<file path="src/rtl/ctrl_pkg.sv">
// Shared control-bundle type and encodings for the ID->EX->MEM->WB control pipeline.
package ctrl_pkg;

  typedef struct packed {
    logic       RegWrite;
    logic [1:0] MemtoReg;
    logic       MemRead;
    logic       MemWrite;
    logic [1:0] ALUOp;
    logic       ALUSrc;
    logic       Branch;
    logic       jump;
  } ctrl_t;

  localparam logic [1:0] MTR_ALU = 2'd0;
  localparam logic [1:0] MTR_MEM = 2'd1;
  localparam logic [1:0] MTR_PC4 = 2'd2;

  localparam logic [1:0] ALUOP_ADD = 2'd0;
  localparam logic [1:0] ALUOP_SUB = 2'd1;
  localparam logic [1:0] ALUOP_R   = 2'd2;
  localparam logic [1:0] ALUOP_I   = 2'd3;

  // All-zero bundle: no register write, no memory access.
  localparam ctrl_t CTRL_NOP = '0;

endpackage

</file>
<file path="src/rtl/ctrl_stage_reg.sv">
// One control pipeline register (bundle + destination register) with hold and bubble-clear.
module ctrl_stage_reg
  import ctrl_pkg::*;
#(
  parameter int REG_W = 5
) (
  input  logic             clk,
  input  logic             rst_n,
  input  logic             hold,
  input  logic             clear,
  input  ctrl_t            ctrl_d,
  input  logic [REG_W-1:0] rd_d,
  output ctrl_t            ctrl_q,
  output logic [REG_W-1:0] rd_q
);

  // Hold outranks clear so a frozen pipeline never loses an instruction.
  always_ff @(posedge clk or negedge rst_n) begin
    if (!rst_n) begin
      ctrl_q <= CTRL_NOP;
      rd_q   <= '0;
    end else if (!hold) begin
      if (clear) begin
        ctrl_q <= CTRL_NOP;
        rd_q   <= '0;
      end else begin
        ctrl_q <= ctrl_d;
        rd_q   <= rd_d;
      end
    end
  end

endmodule

</file>
<file path="src/rtl/ctrl_pipe.sv">
// Control pipeline ID->EX->MEM->WB with load-use stall, flush, global hold and bubble counter.
module ctrl_pipe
  import ctrl_pkg::*;
#(
  parameter int REG_W = 5,
  parameter int CNT_W = 16
) (
  input  logic             clk_i,
  input  logic             rst_i,
  input  logic             RegWrite_i,
  input  logic [1:0]       MemtoReg_i,
  input  logic             MemRead_i,
  input  logic             MemWrite_i,
  input  logic [1:0]       ALUOp_i,
  input  logic             ALUSrc_i,
  input  logic             Branch_i,
  input  logic             jump_i,
  input  logic [REG_W-1:0] rs1_i,
  input  logic [REG_W-1:0] rs2_i,
  input  logic [REG_W-1:0] rd_i,
  input  logic             flush_i,
  input  logic             hold_i,
  output logic             stall_o,
  output logic [1:0]       ex_ALUOp_o,
  output logic             ex_ALUSrc_o,
  output logic             ex_Branch_o,
  output logic             ex_jump_o,
  output logic             ex_MemRead_o,
  output logic [REG_W-1:0] ex_rd_o,
  output logic             mem_MemRead_o,
  output logic             mem_MemWrite_o,
  output logic             mem_RegWrite_o,
  output logic [REG_W-1:0] mem_rd_o,
  output logic             wb_RegWrite_o,
  output logic [1:0]       wb_MemtoReg_o,
  output logic [REG_W-1:0] wb_rd_o,
  output logic [CNT_W-1:0] bubble_cnt_o
);

  function automatic logic [CNT_W-1:0] sat_inc(input logic [CNT_W-1:0] v);
    return (&v) ? v : v + 1'b1;
  endfunction

  ctrl_t            id_ctrl, ex_ctrl, mem_ctrl, wb_ctrl;
  logic [REG_W-1:0] ex_rd, mem_rd, wb_rd;
  logic             hz, stall, bubble;
  logic [CNT_W-1:0] bubble_cnt;

  assign id_ctrl = '{RegWrite: RegWrite_i, MemtoReg: MemtoReg_i, MemRead: MemRead_i,
                     MemWrite: MemWrite_i, ALUOp: ALUOp_i, ALUSrc: ALUSrc_i,
                     Branch: Branch_i, jump: jump_i};

  // Load-use hazard against the instruction currently in EX; x0 never hazards.
  assign hz     = ex_ctrl.MemRead && (ex_rd != '0) && ((ex_rd == rs1_i) || (ex_rd == rs2_i));
  assign stall  = hz && !flush_i && !hold_i;
  assign bubble = !hold_i && (flush_i || stall);

  // ID/EX
  ctrl_stage_reg #(.REG_W(REG_W)) u_id_ex (
    .clk(clk_i), .rst_n(rst_i), .hold(hold_i), .clear(flush_i || stall),
    .ctrl_d(id_ctrl), .rd_d(rd_i), .ctrl_q(ex_ctrl), .rd_q(ex_rd)
  );

  // EX/MEM
  ctrl_stage_reg #(.REG_W(REG_W)) u_ex_mem (
    .clk(clk_i), .rst_n(rst_i), .hold(hold_i), .clear(1'b0),
    .ctrl_d(ex_ctrl), .rd_d(ex_rd), .ctrl_q(mem_ctrl), .rd_q(mem_rd)
  );

  // MEM/WB
  ctrl_stage_reg #(.REG_W(REG_W)) u_mem_wb (
    .clk(clk_i), .rst_n(rst_i), .hold(hold_i), .clear(1'b0),
    .ctrl_d(mem_ctrl), .rd_d(mem_rd), .ctrl_q(wb_ctrl), .rd_q(wb_rd)
  );

  always_ff @(posedge clk_i or negedge rst_i) begin
    if (!rst_i) begin
      bubble_cnt <= '0;
    end else if (bubble) begin
      bubble_cnt <= sat_inc(bubble_cnt);
    end
  end

  // WB only consumes RegWrite/MemtoReg; the rest of the bundle retires here.
  logic unused_wb;
  assign unused_wb = ^{wb_ctrl.MemRead, wb_ctrl.MemWrite, wb_ctrl.ALUOp,
                       wb_ctrl.ALUSrc, wb_ctrl.Branch, wb_ctrl.jump};

  assign stall_o        = stall;
  assign ex_ALUOp_o     = ex_ctrl.ALUOp;
  assign ex_ALUSrc_o    = ex_ctrl.ALUSrc;
  assign ex_Branch_o    = ex_ctrl.Branch;
  assign ex_jump_o      = ex_ctrl.jump;
  assign ex_MemRead_o   = ex_ctrl.MemRead;
  assign ex_rd_o        = ex_rd;
  assign mem_MemRead_o  = mem_ctrl.MemRead;
  assign mem_MemWrite_o = mem_ctrl.MemWrite;
  assign mem_RegWrite_o = mem_ctrl.RegWrite;
  assign mem_rd_o       = mem_rd;
  assign wb_RegWrite_o  = wb_ctrl.RegWrite;
  assign wb_MemtoReg_o  = wb_ctrl.MemtoReg;
  assign wb_rd_o        = wb_rd;
  assign bubble_cnt_o   = bubble_cnt;

endmodule

</file>
<file path="config.mk">
export PLATFORM = sky130hd
export DESIGN_NAME = ctrl_pipe
export DESIGN_NICKNAME = d
export VERILOG_FILES = /design/src/rtl/ctrl_pkg.sv /design/src/rtl/ctrl_stage_reg.sv /design/src/rtl/ctrl_pipe.sv
export SDC_FILE = /design/constraint.sdc
export NUM_CORES = 1
export LEC_CHECK = 0
export CAP_MARGIN = 10
export CORE_MARGIN = 8
export CORE_UTILIZATION = 25
export CTS_CLUSTER_DIAMETER = 60
export DETAILED_ROUTE_END_ITERATION = 8
export GPL_ROUTABILITY_DRIVEN = 0
export PLACE_DENSITY = 0.55
export RECOVER_POWER = 100
export SLEW_MARGIN = 10
export SYNTH_ARGS = -nofsm -noshare
export SYNTH_HDL_FRONTEND = slang
export SYNTH_SLANG_ARGS = --single-unit
</file>
<file path="constraint.sdc">
create_clock -name clk_i -period 2.25 [get_ports clk_i]
set_input_delay 0.3375 -clock clk_i [delete_from_list [all_inputs] [get_ports clk_i]]
set_output_delay 0.3375 -clock clk_i [all_outputs]
set_load 0.005 [all_outputs]
</file>
Yosys cells after proc, flatten, opt, wreduce, memory -nomap -nowiden
Index checks and enable logic that the tools add are counted.

Memory bits (read-only): 0. Latch bits: 0. Memories: 0. RAM bits: 0. Register bits after elaboration: 49. Output and inout port bits: 44.

Multipliers: 0. Shift-type cells: 0. Order comparisons: 0. Bitwise operators: 1. Reductions and logical operators: 12. Equality and inequality tests: 2. Multiplexer cells: 2. Add/subtract/negate cells: 1. Div/mod/pow operators: 0.

Operators by type and width (number): $add A16 B1 Y16 const B (1); $reduce_and A16 Y1 (1); $eq A5 B5 Y1 (2); $mux W10 (1); $logic_and A1 B1 Y1 (5); $mux W5 (1); $reduce_bool A5 Y1 (1); $logic_not A1 Y1 (2); $logic_or A1 B1 Y1 (2); $reduce_and A2 Y1 (1); $not A1 Y1 (1).

Logic depth before layout (Yosys ltp)
Word-level depth: 8. Depth in mapped cells: 8. Mapped depth without buffers: 7.

Modules after synthesis
Synthesis repeated with hierarchy kept, for this count alone.

Cells, all modules: 282. Area, all modules: 2849.0 sq um.

By module, submodules not included: ctrl_stage_reg (instances 3, cells an instance 63, area each 635.6 sq um, seq. area each 375.4 sq um); ctrl_pipe (instances 1, cells an instance 93, area each 942.2 sq um, seq. area each 400.4 sq um).

Least setup slack after synthesis
Ideal clock, no wire load.

Kind: register -> register. Start point: reg u_id_ex.rd_q[2]. End point: reg bubble_cnt[3], in the netlist bubble_cnt_o[3]. Setup time: 0.124 ns. Buffers on the path: 1. Data arrival time: 1.951 ns. Slack: 0.175 ns. Stages on the path, launching flop included: 8. Clock period less this slack: 2.075 ns. Cell sequence: dfrtp_1 > xor2_1 > nor3_2 > a22oi_1 > o31a_1 > buf_6 > or4_4 > xnor2_2.

Longest elaborated chain between the ends: 8.

Ends and longest elaborated chain: start: declaration (RTL line ctrl_stage_reg.sv:14) `output logic [REG_W-1:0] rd_q`; start signal: assignment (RTL line ctrl_stage_reg.sv:28) `rd_q <= rd_d;`; $eq A5 B5 Y1 / $reduce_bool A5 Y1 (equally long branches) (RTL line ctrl_pipe.sv:54) `assign hz = ex_ctrl.MemRead && (ex_rd != '0) && ((ex_rd == rs1_i) || (ex_rd == rs2_i));`; $logic_or A1 B1 Y1 / $logic_and A1 B1 Y1 (equally long branches) (RTL line ctrl_pipe.sv:54); $logic_and A1 B1 Y1 (*) (RTL line ctrl_pipe.sv:54); $logic_and A1 B1 Y1 (*) (2 in series) (RTL line ctrl_pipe.sv:55) `assign stall = hz && !flush_i && !hold_i;`; $logic_or A1 B1 Y1 (*) (RTL line ctrl_pipe.sv:56) `assign bubble = !hold_i && (flush_i || stall);`; $logic_and A1 B1 Y1 (*) (RTL line ctrl_pipe.sv:56); $reduce_and A2 Y1 (no line) (*); end signal: assignment (RTL line ctrl_pipe.sv:80) `bubble_cnt <= sat_inc(bubble_cnt);`; end: declaration (RTL line ctrl_pipe.sv:47) `logic [CNT_W-1:0] bubble_cnt;`.

Every way passes the cells marked *; elsewhere a longest branch is shown, timed or not. A chain may end at the register's enable or synchronous reset.

Worst setup path after layout
Start point: reg u_id_ex.rd_q[1]. End point: reg bubble_cnt[1], in the netlist bubble_cnt_o[1].

Same word-level chain as after synthesis.

==> flow_summary.ini <==
[job]
max_cap_viol_count = 0

[global_route]
grt_max_degree = 59
antenna_found_initial = 0
grt_pass1_wl_mm = 9.46
met3_usage = 0.0314
overflow = 0
use_met1 = 0.124
grt_pass1_vias = 1838
grt_usage = 0.0924
busiest_layer = met2
met2_usage = 0.136

[detailed_routing]
vias = 1755
routed_wl_mm = 5.71
drc = 0
wl_per_cell_um = 14.6
drt_iter0_drc = 35
vias_per_cell = 4.48
drtPass1Iterations = 4
postRouteAntennaNets = 0

[finish]
drive_gt1_frac = 0.169
layout.cells.non_filler = 392
antenna_cells = 0
nNetsFinal = 313
syn_to_final_growth_pct = 44.7

[sta]
hold_ws_ns = 0.356
timing.final.max_slew_violations = 0
fin_tns_setup_ns = 0
tightest_slew_ns = 1.24
timing.final.crit_share = 0.968
rsz0062_at_grt = no
period_needed_ns = 2.18
setup_viol = 0
hold_viol_final = 0
finClkSkew_ns = 0.0143
fmax_mhz = 459
relSlewSlack = 0.175

[status]
run_status = finished, final reports clean

[logic_synthesis]
synth-seq-cells = 49
yosysWarnings = 0
synthTopCellsByArea = dfrtp_1 (55%), mux2_2 (9.6%), xor2_1 (6.3%)
syn_avg_cell_area_um2 = 11.1
ys_seq_area_frac = 0.550
yosysMostFrequentCell = dfrtp_1
synth_top_cell_by_area = dfrtp_1
synth.cell_area_um2 = 2230
synth_flop_cell = dfrtp_1
synth_cell_types = 30
synthesis.instances = 201
synth_top_area_frac = 0.550
netlist_top_cells_count = dfrtp_1 (49), nand2_1 (35), mux2_2 (19), o21ai_0 (19), xor2_1 (16)
synth_edf_count = 0
synthArstFlopShare = 1.00
syn-num-nets = 231

[clock_network]
worstSkewPairLatency_ns = 0.30
clockRootBuffer = clkbuf_8
numCtsBuffers = 5
cts.clk_slew.worst_paths_ns = 0.10
cts-htree-levels = 2
clockBufferDepth = 2
cts.sinks = 49
cts_tree = done

[worst_setup_path]
worstSetupPathType = flop to flop
cp-startpoint = u_id_ex.rd_q[1]
start_kind = flop
reg2reg_from = u_id_ex.rd_q[1]
worstPathArrival_ns = 2.36
required_ns = 2.43
cp_max_fo = 6
endpoint_kind = flop

[floorplanning]
chipWidth_um = 110
core_um2 = 8680
die_h_um = 110
ios = 73
dieArea_um2 = 12200
fp-row-count = 34
initial_core_util = 0.257

[worst_hold_path]
hold_path_class = input port to asynchronous set/reset pin

[power_and_ir_drop]
ir_worst_vdd_v = 0.000422
pwr_density_cell_nw_per_um2 = 705
power_leakage_nw = 1.48
totalPowerFinal_w = 0.00228

[placement]
dp_hpwl_mm = 4.09
numPlacedInstances = 382
portBuffers = 72
==> stage by stage <==
step	worst slack, ns	util	area (µm²)
finish	0.0715	0.372	3230
floorplan	0.175	-	2230
global placement	-0.305	0.359	3120
detailed placement	-0.323	0.359	3120
global route	0.0149	0.372	3230
CTS	0.0575	0.375	3250
==> worst paths after layout <==
check	endpoint	slack, ns	cells past startpoint
max	bubble_cnt_o[1]	0.07	7
min	u_mem_wb.rd_q[4]	0.36	2
max reg2reg	bubble_cnt_o[1]	0.07	7
min reg2reg	bubble_cnt_o[15]	0.49	1
max in group asynchronous	u_id_ex.rd_q[2]	1.05	2
min in group clk_i	u_ex_mem.ctrl_q[6]	0.39	3
==> report_power, final <==
part | internal (W) | switching (W) | total, W | leakage (nW)
clock | 0.000333 | 0.000308 | 0.000641 | 0.0543
sequential | 0.00100 | 0.000118 | 0.00112 | 0.634
combinational | 0.000321 | 0.000193 | 0.000515 | 0.787
total | 0.00166 | 0.000620 | 0.00228 | 1.48
==> worst max-delay path, cell delays in order, from the launching register on <==
cell and delay (ns):
dfrtp_2 0.46, or4_1 0.58, nor2_4 0.15, nor4_1 0.07, buf_4 0.14, clkbuf_4 0.12
o21ai_1 0.18, mux2_2 0.36
==> logic make-up (layout without fill, tap and decap cells) <==
family                     Yosys count  in the layout  synth area share
AOI/OAI and AO/OA                   21             21            0.0500
xor gates and xnor gates            24             24            0.0977
adders and majority gates            1              1           0.00561
buffers and inverters               12             95            0.0281
DFF                                 49             49             0.550
muxes                               19             19            0.0960
and+or+nand+nor                     75             75             0.172
==> per-layer routing <==
metal,vias up,part of all wire
met5,-,0
met1,844,0.50
met4,0,0.0077
li1,856,-
met3,5,0.059
met2,50,0.44
==> cell usage in the layout, fill, tap and decap left out, types with 2 or more instances in the layout <==
cell type and count:
dfrtp_1 47, dlygate4sd3_1 38, nand2_1 35, clkdlybuf4s50_1 31, mux2_2 19, o21ai_0 18, xor2_1 16, nor2_1 8
buf_4 8, xnor2_1 7, nand4_1 5, clkbuf_8 5, nor4_1 4, nand4b_1 4, and3_1 3, nor3_1 3
clkbuf_2 3, clkbuf_1 3, nor3_2 2, or4_1 2, and4_1 2, nand3b_1 2, nand3_1 2, buf_2 2
dfrtp_2 2
==> registers in the layout, indices dropped and copies added (netlist names) <==
name	count
u_ex_mem.rd_q	5
u_id_ex.rd_q	5
u_mem_wb.rd_q	5
u_ex_mem.ctrl_q	5
u_id_ex.ctrl_q	10
bubble_cnt_o	16
u_mem_wb.ctrl_q	3
==> cell type report <==
cell class / instances / area (µm²)
clock buffers: 5 / 68.8
clock inverters: 3 / 46.3
multi-input cells: 140 / 948
fillers: 888 / 5450
well taps: 108 / 135
flip-flops and latches: 49 / 1230
inverters: 1 / 3.75
repair buffers: 86 / 795
==> repair_timing <==
action / 4_1_cts / 5_1_grt
pin swaps: 4 / 2
setup buffers: 2 / 0
hold buffers: 0 / 0
endpoints found under the setup margin: 1 / 2
resized for setup: 9 / 3
endpoints found under the hold margin: 0 / 0
(Power assumes the default switching activity.)
